===== src/rtl/udp_port_demux_if.sv =====
// ---------------------------------------------------------------------------
// udp_port_demux_if
// Bundles the UDP header handshake, the upstream payload stream and the
// fanned-out downstream payload streams of udp_port_demux.
//
// Signals:
//   s_hdr_valid / s_hdr_ready / s_hdr_dest_port : one UDP header per frame
//   s_tdata / s_tvalid / s_tready / s_tlast / s_tuser : upstream payload
//   m_tdata / m_tlast / m_tuser : downstream payload, shared by all channels
//   m_tvalid / m_tready          : per-channel handshake (NUM_PORTS bits)
//
// Modports:
//   slave  : the demux itself (consumes header + payload, drives channels)
//   master : the surrounding environment (UDP RX stack + application FIFOs)
// ---------------------------------------------------------------------------
interface udp_port_demux_if #(
   parameter int DATA_WIDTH = 8,
   parameter int NUM_PORTS  = 4
);
   logic                  s_hdr_valid;
   logic                  s_hdr_ready;
   logic [15:0]           s_hdr_dest_port;
   logic [DATA_WIDTH-1:0] s_tdata;
   logic                  s_tvalid;
   logic                  s_tready;
   logic                  s_tlast;
   logic                  s_tuser;
   logic [DATA_WIDTH-1:0] m_tdata;
   logic [NUM_PORTS-1:0]  m_tvalid;
   logic [NUM_PORTS-1:0]  m_tready;
   logic                  m_tlast;
   logic                  m_tuser;

   modport slave (
      input  s_hdr_valid, s_hdr_dest_port,
      input  s_tdata, s_tvalid, s_tlast, s_tuser,
      input  m_tready,
      output s_hdr_ready, s_tready,
      output m_tdata, m_tvalid, m_tlast, m_tuser
   );

   modport master (
      output s_hdr_valid, s_hdr_dest_port,
      output s_tdata, s_tvalid, s_tlast, s_tuser,
      output m_tready,
      input  s_hdr_ready, s_tready,
      input  m_tdata, m_tvalid, m_tlast, m_tuser
   );
endinterface


===== src/rtl/udp_port_demux.sv =====
// ---------------------------------------------------------------------------
// udp_port_demux
// Accepts one UDP header per frame, matches its destination port against
// NUM_PORTS configured ports (lowest index wins on duplicates) and steers the
// following payload frame to the matching channel, or silently drops it.
// The routing decision is latched per frame, so it stays stable across
// payload stalls. The payload path itself is a zero-latency pass-through.
//
// Parameters:
//   DATA_WIDTH : payload width
//   NUM_PORTS  : number of output channels (1..16)
//   PORT_LIST  : NUM_PORTS*16 bits, channel i owns PORT_LIST[16*i +: 16]
//
// Ports:
//   clock, reset : system clock, synchronous active-high reset
//   bus          : udp_port_demux_if.slave (header, payload in, channels out)
//   active_ch    : latched channel index, meaningful while forwarding
//   busy         : high whenever a frame is in progress (not IDLE)
//   drop_count   : saturating count of dropped frames
//
// Build option:
//   UDP_DEMUX_DROP_COUNT_EN : when defined, drop_count is a 32-bit saturating
//                             counter; otherwise it is tied to zero.
// ---------------------------------------------------------------------------
module udp_port_demux #(
   parameter int                        DATA_WIDTH = 8,
   parameter int                        NUM_PORTS  = 4,
   parameter logic [NUM_PORTS*16-1:0]   PORT_LIST  = {16'd1237, 16'd1236, 16'd1235, 16'd1234}
) (
   input  logic                 clock,
   input  logic                 reset,
   udp_port_demux_if.slave      bus,
   output logic [3:0]           active_ch,
   output logic                 busy,
   output logic [31:0]          drop_count
);

   typedef enum logic [1:0] {
      IDLE = 2'd0,
      FWD  = 2'd1,
      DROP = 2'd2
   } state_t;

   state_t               state_reg;
   logic [3:0]           active_ch_reg;

   logic [NUM_PORTS-1:0] port_match;
   logic                 hit_any;
   logic [3:0]           hit_idx;
   logic [NUM_PORTS-1:0] ch_onehot;
   logic                 sel_ready;

   // Parallel compare of the header port against every configured port.
   generate
      for (genvar gi = 0; gi < NUM_PORTS; gi++) begin : g_match
         assign port_match[gi] = (bus.s_hdr_dest_port == PORT_LIST[16*gi +: 16]);
         assign ch_onehot[gi]  = (active_ch_reg == 4'(gi));
         assign bus.m_tvalid[gi] = (state_reg == FWD) && ch_onehot[gi] && bus.s_tvalid;
      end
   endgenerate

   // Priority encoder: scan from the top so the lowest matching index is the
   // last one written and therefore wins.
   always_comb begin
      hit_any = 1'b0;
      hit_idx = 4'd0;
      for (int i = NUM_PORTS - 1; i >= 0; i--) begin
         if (port_match[i]) begin
            hit_any = 1'b1;
            hit_idx = 4'(i);
         end
      end
   end

   // Ready of the latched channel only; the others are ignored.
   assign sel_ready = |(bus.m_tready & ch_onehot);

   always_ff @(posedge clock) begin
      if (reset) begin
         state_reg     <= IDLE;
         active_ch_reg <= 4'd0;
      end else begin
         case (state_reg)
            IDLE: begin
               if (bus.s_hdr_valid) begin
                  if (hit_any) begin
                     active_ch_reg <= hit_idx;
                     state_reg     <= FWD;
                  end else begin
                     state_reg     <= DROP;
                  end
               end
            end
            FWD: begin
               if (bus.s_tvalid && sel_ready && bus.s_tlast)
                  state_reg <= IDLE;
            end
            DROP: begin
               // s_tready is constantly high here, so valid+last is the beat.
               if (bus.s_tvalid && bus.s_tlast)
                  state_reg <= IDLE;
            end
            default: state_reg <= IDLE;
         endcase
      end
   end

`ifdef UDP_DEMUX_DROP_COUNT_EN
   logic [31:0] drop_count_reg;

   always_ff @(posedge clock) begin
      if (reset) begin
         drop_count_reg <= 32'd0;
      end else if ((state_reg == DROP) && bus.s_tvalid && bus.s_tlast &&
                   (drop_count_reg != 32'hFFFF_FFFF)) begin
         drop_count_reg <= drop_count_reg + 32'd1;
      end
   end

   assign drop_count = drop_count_reg;
`else
   assign drop_count = 32'd0;
`endif

   // Header is only taken between frames; payload is stalled in IDLE.
   assign bus.s_hdr_ready = (state_reg == IDLE);
   assign bus.s_tready    = (state_reg == FWD)  ? sel_ready :
                            (state_reg == DROP);

   // Shared pass-through; only the per-channel valid qualifies it.
   assign bus.m_tdata = bus.s_tdata;
   assign bus.m_tlast = bus.s_tlast;
   assign bus.m_tuser = bus.s_tuser;

   assign active_ch = active_ch_reg;
   assign busy      = (state_reg != IDLE);

endmodule


===== src/flat_wrapper.sv =====
// flat-port wrapper written by rule: the top's interface ports become plain ports
module udp_port_demux_flat 
#(
   parameter int                        DATA_WIDTH = 8,
   parameter int                        NUM_PORTS  = 4,
   parameter logic [NUM_PORTS*16-1:0]   PORT_LIST  = {16'd1237, 16'd1236, 16'd1235, 16'd1234}
)
  (clock, reset, active_ch, busy, drop_count, bus_s_hdr_valid, bus_s_hdr_dest_port, bus_s_tdata, bus_s_tvalid, bus_s_tlast, bus_s_tuser, bus_m_tready, bus_s_hdr_ready, bus_s_tready, bus_m_tdata, bus_m_tvalid, bus_m_tlast, bus_m_tuser);
  udp_port_demux_if #(.DATA_WIDTH(DATA_WIDTH), .NUM_PORTS(NUM_PORTS)) bus_i ();
  input  logic clock;
  input  logic reset;
  output logic [3:0] active_ch;
  output logic busy;
  output logic [31:0] drop_count;
  input wire logic [$bits(bus_i.s_hdr_valid)-1:0] bus_s_hdr_valid;
  input wire logic [$bits(bus_i.s_hdr_dest_port)-1:0] bus_s_hdr_dest_port;
  input wire logic [$bits(bus_i.s_tdata)-1:0] bus_s_tdata;
  input wire logic [$bits(bus_i.s_tvalid)-1:0] bus_s_tvalid;
  input wire logic [$bits(bus_i.s_tlast)-1:0] bus_s_tlast;
  input wire logic [$bits(bus_i.s_tuser)-1:0] bus_s_tuser;
  input wire logic [$bits(bus_i.m_tready)-1:0] bus_m_tready;
  output wire logic [$bits(bus_i.s_hdr_ready)-1:0] bus_s_hdr_ready;
  output wire logic [$bits(bus_i.s_tready)-1:0] bus_s_tready;
  output wire logic [$bits(bus_i.m_tdata)-1:0] bus_m_tdata;
  output wire logic [$bits(bus_i.m_tvalid)-1:0] bus_m_tvalid;
  output wire logic [$bits(bus_i.m_tlast)-1:0] bus_m_tlast;
  output wire logic [$bits(bus_i.m_tuser)-1:0] bus_m_tuser;
  assign bus_i.s_hdr_valid = bus_s_hdr_valid;
  assign bus_i.s_hdr_dest_port = bus_s_hdr_dest_port;
  assign bus_i.s_tdata = bus_s_tdata;
  assign bus_i.s_tvalid = bus_s_tvalid;
  assign bus_i.s_tlast = bus_s_tlast;
  assign bus_i.s_tuser = bus_s_tuser;
  assign bus_i.m_tready = bus_m_tready;
  assign bus_s_hdr_ready = bus_i.s_hdr_ready;
  assign bus_s_tready = bus_i.s_tready;
  assign bus_m_tdata = bus_i.m_tdata;
  assign bus_m_tvalid = bus_i.m_tvalid;
  assign bus_m_tlast = bus_i.m_tlast;
  assign bus_m_tuser = bus_i.m_tuser;
  udp_port_demux #(.DATA_WIDTH(DATA_WIDTH), .NUM_PORTS(NUM_PORTS), .PORT_LIST(PORT_LIST)) u_core (.clock(clock), .reset(reset), .bus(bus_i), .active_ch(active_ch), .busy(busy), .drop_count(drop_count));
endmodule

===== config.mk =====
export PLATFORM = sky130hd
export DESIGN_NAME = udp_port_demux_flat
export DESIGN_NICKNAME = d
export VERILOG_FILES = /design/src/rtl/udp_port_demux_if.sv /design/src/rtl/udp_port_demux.sv /design/src/flat_wrapper.sv
export SDC_FILE = /design/constraint.sdc
export NUM_CORES = 1
export LEC_CHECK = 0
export BUFFER_PORTS_ARGS = -buffer_cell sky130_fd_sc_hd__buf_4
export CAP_MARGIN = 20
export CORE_MARGIN = 1.5
export CORE_UTILIZATION = 34
export DETAILED_ROUTE_END_ITERATION = 7
export PLACE_DENSITY = 0.84
export SKIP_LAST_GASP = 1
export SLEW_MARGIN = 20
export SYNTH_ARGS = -nofsm -noshare
export SYNTH_HDL_FRONTEND = slang
export SYNTH_SLANG_ARGS = --single-unit
export TNS_END_PERCENT = 10

===== constraint.sdc =====
create_clock -name clock -period 4.15 [get_ports clock]
set_input_delay 0.415 -clock clock [delete_from_list [all_inputs] [get_ports clock]]
set_output_delay 0.415 -clock clock [all_outputs]
set_load 0.03 [all_outputs]

Word level (Yosys, flattened, before mapping). Index checks and enable logic that the tools add are counted. W data, S select, Z words.

Register bits after elaboration: 6. Latch bits: 0. Bits in writable memories: 0. ROM bits: 0. Output and inout bits: 53. Memories kept: 0.

$add $sub $neg: 0. Multipliers: 0. Div/mod/pow operators: 0. Order comparisons: 0. Equal/unequal tests: 12. Shifts and indexed selects: 0. Mux-type cells: 14. Bitwise logic cells: 1. Reduce and logical (&&, ||, !) cells: 17.

Operator list (number): $eq A16 B11 Y1 const B (4); $mux W2 (8); $logic_and A1 B1 Y1 (11); $eq A4 B2 Y1 const B (2); $pmux W2 S3 (1); $reduce_and A3 Y1 (2); $mux W1 (5); $and A4 B4 Y4 (1); $eq A4 B1 Y1 const B (1); $logic_not A4 Y1 (1); $ne A2 B2 Y1 const B (2); $reduce_or A4 Y1 (1); $eq A2 B1 Y1 const B (1); $eq A2 B2 Y1 const B (1); $logic_not A2 Y1 (1); $ne A2 B1 Y1 const B (1); $reduce_bool A2 Y1 (1).

Logic depth before layout (Yosys ltp).
Word-level depth: 8. Depth in mapped cells: 5. Depth with buffers taken out: 4.

Least setup slack after synthesis. OpenSTA, ideal clock, no wires.

Path type: register -> output. From: reg u_core.active_ch_reg[1], in the netlist u_core.active_ch[1]. To: out bus_m_tvalid[2]. Arrival: 1.659 ns. Data required time: 3.735 ns. Path slack: 2.076 ns. Stages on the path, launching flop included: 3. Cells stage by stage: dfxtp_1 -> inv_1 -> nor4_1.

Word-level cells in the longest chain between the ends: 3.

RTL lines: start, declared (line udp_port_demux.sv:45) `logic [3:0] active_ch_reg;`; start signal, assigned (line udp_port_demux.sv:87) `active_ch_reg <= hit_idx;`; $eq A4 B2 Y1 (line udp_port_demux.sv:57) `assign ch_onehot[gi] = (active_ch_reg == 4'(gi));`; $logic_and A1 B1 Y1 (2 in a row) (line udp_port_demux.sv:58) `assign bus.m_tvalid[gi] = (state_reg == FWD) && ch_onehot[gi] && bus.s_tvalid;`; end, declared (line flat_wrapper.sv:25) `output wire logic [$bits(bus_i.m_tvalid)-1:0] bus_m_tvalid;`.

No other way between the ends.

Worst setup path in the final report.
From: reg u_core.active_ch_reg[0], in the netlist u_core.active_ch[0]. To: out bus_s_tready.

Word-level cells in the longest chain between the ends: 4. Elaborated cells between the ends (all ways): 7. Classes of those cells: eq/ne (3); mux (1); bitwise (1); reduce/logical (2).

RTL lines: $eq A4 B1 Y1, or another cell as far along (line udp_port_demux.sv:57); $and A4 B4 Y4 * (line udp_port_demux.sv:76) `assign sel_ready = |(bus.m_tready & ch_onehot);`; $reduce_or A4 Y1 * (line udp_port_demux.sv:76); $mux W1 * (line udp_port_demux.sv:127) `assign bus.s_tready = (state_reg == FWD) ? sel_ready :`; end, declared (line flat_wrapper.sv:23) `output wire logic [$bits(bus_i.s_tready)-1:0] bus_s_tready;`.

Mark *: on every way between the ends. The rest lies on a longest branch, timed or not.

==> impl_metrics.yaml <==
run_status:
  outcome: "completed"
routing:
  drt-total-wl_mm: 1.308
  routedWlPerCell_um: 9.343
  routed_via_density: 4.043
  drc: 0
  vias: 566
  first_pass_iters: 2
  drtIter0Drc: 2
  ant_nets: 0
synthesis:
  synth-edff-count: 0
  async_flop_share: 0
  synth_cell_types: 27
  ys_warn_count: 0
  netlist_instances: 88
  synth-seq-cells: 4
  synth_flop_cell: "dfxtp_1"
  avgSynthCellArea_um2: 7.905
  syn_area_um2: 695.7
  ys_seq_area_frac: 0.1151
clocking:
  cts_root_buf: "clkbuf_4"
  cts_buffers: 3
  cts.repair.resized: 0
  cts_hold_buf: 0
  cts.sinks: 4
  cts_tree: "built"
  post_cts.repair.setup_buffers: 0
  clk_path_buf_depth: 2
  clk_latency_ns: 0.24
  clkTransAtPathRegs_ns: 0.04
  cts_max_level: 1
finish:
  instances_no_fill: 140
  regArea_um2: 80.08
  area_delta_synth_final_pct: 13.49
  n_antenna_cell: 0
  fillers: 204
  fin_nets: 149
  multi_input_area_um2: 375.4
  drive_gt1_frac: 0.3894
power:
  power_frac_comb: 0.489
  ir_worst_vdd_uv: 105.1
  leakagePower_nw: 0.4203
  p_int_mw: 0.1001
  switching_power_mw: 0.08408
  p_seq_frac: 0.244
  total_power_mw: 0.1842
  p_clk_frac: 0.267
  p_per_area_nw_per_um2: 233.3
  swShare: 0.4564
worst_setup_path:
  start_kind: "register"
  crit_type: "register to output port"
  r2r_cells: 3
  path_max_fanout: 7
  end_kind: "output port"
  crit_required_ns: 3.73
  worstPathArrival_ns: 1.59
grt:
  grt_pass1_vias: 405
  grt_max_degree: 9
  grt_util_met2: 0.1684
  grtUsageMet3: 0.02593
  antenna_found_initial: 0
  met1_usage: 0.08590
  track_usage: 0.08728
  grt_overflow: 0
  grt_first_pass_wirelength_mm: 1.455
  busiest_layer: "met2"
sta:
  skew_ns: 0.006147
  setup_violations: 0
  drv_slew: 0
  rsz0062_at_grt: "false"
  finalHoldViolations: 0
  post-route-min-period_ns: 2.004
  period_share: 0.4829
  fmax_mhz: 499.0
  fin_setup_tns_ns: 0
place:
  dp_hpwl_mm: 1.155
  dp_cells: 137
  numPortBuffers: 34
  place.gp.congestion: 0.7411
die:
  die_h_um: 48.24
  die_x_um: 48.24
  initial_core_util: 0.3582
  rows: 16
  die-area_um2: 2327
  io_pins: 87
  coreArea_um2: 1942
job:
  cap_violations: 0
hold_path:
  hold_class: "primary input to register"
  holdPathStages: 2
[critical path: stages, from the launching register on]
cell     delay [ns]
dfxtp_1        0.45
mux4_2         0.56
nand3_1        0.09
o21ai_0        0.08
buf_4          0.17
[final cells by class]
cell class | instances | share of cell area
inverter | 6 | 0.02853
tap | 27 | 0.04279
clock buffer | 3 | 0.02853
sequential | 4 | 0.1014
timing repair buffer | 34 | 0.3233
multi-input combinational | 66 | 0.4754
[Yosys cell counts, types with 2 or more instances]
master    number  area, um2
buf_4         44      330.3
inv_1          6      22.52
dfxtp_1        4      80.08
nand2_1        4      15.01
nor2_1         3      11.26
and3_2         2      15.01
and4_1         2      17.52
nor4_1         2      12.51
nor4b_2        2      30.03
o311ai_1       2      17.52
[kinds of logic after synthesis]
family	after synthesis	synth area share
flops	4	0.1151
simple gates	22	0.2302
buf+inv	51	0.5234
mux	1	0.03237
compound gates	8	0.08094
other cells	1	0.005391
xor+xnor	1	0.01259
[worst paths after layout]
| check | from | endpoint | slack (ns) |
|---|---|---|---|
| worst max-delay path | u_core.active_ch[0]$_SDFFE_PP0P_ | bus_s_tready | 2.15 |
| worst min-delay path | reset | u_core.active_ch[0]$_SDFFE_PP0P_ | 0.40 |
| worst max register to register | u_core.active_ch[0]$_SDFFE_PP0P_ | u_core.state_reg[0]$_SDFFE_PP0P_ | 2.70 |
| worst min register to register | u_core.state_reg[0]$_SDFFE_PP0P_ | u_core.state_reg[1]$_SDFFE_PP0P_ | 0.56 |
[layer usage]
layer,up-vias,share of wire
li1,274,-
met1,238,0.36
met3,2,0.15
met4,0,0.0061
met5,-,0
met2,52,0.48
[power groups by stage]
stage	combinational (mW)	sequential, mW	clock [mW]
final	0.0901	0.0450	0.0492
after global routing	0.0966	0.0451	0.0523
after detailed placement	0.0897	0.0454	0
after CTS	0.0898	0.0448	0.0506
after floorplan	0.103	0.0463	0
after global placement	0.0884	0.0454	0
[metrics by stage]
| stage | util | hold WS [ns] | setup WS, ns | area, um2 |
|---|---|---|---|---|
| after floorplan | - | 0.4841 | 2.076 | 819.5 |
| after global placement | 0.3950 | 0.5524 | 2.410 | 767.0 |
| after detailed placement | 0.3950 | 0.5736 | 2.394 | 767.0 |
| after CTS | 0.4066 | 0.3971 | 2.137 | 789.5 |
| after global routing | 0.4066 | 0.3966 | 2.065 | 789.5 |
| final | 0.4066 | 0.4024 | 2.146 | 789.5 |
[cells in the final DEF, fill, tap and decap left out, drive strengths merged, types with 2 or more instances in the layout]
| cell type | n |
|---|---|
| conb | 34 |
| and4 | 2 |
| inv | 6 |
| buf | 34 |
| o311ai | 2 |
| nor4b | 2 |
| nand2 | 4 |
| dfxtp | 4 |
| nor4 | 3 |
| clkbuf | 3 |
| and3 | 2 |
| nor2 | 3 |
Power figures use the tool's default switching activity.
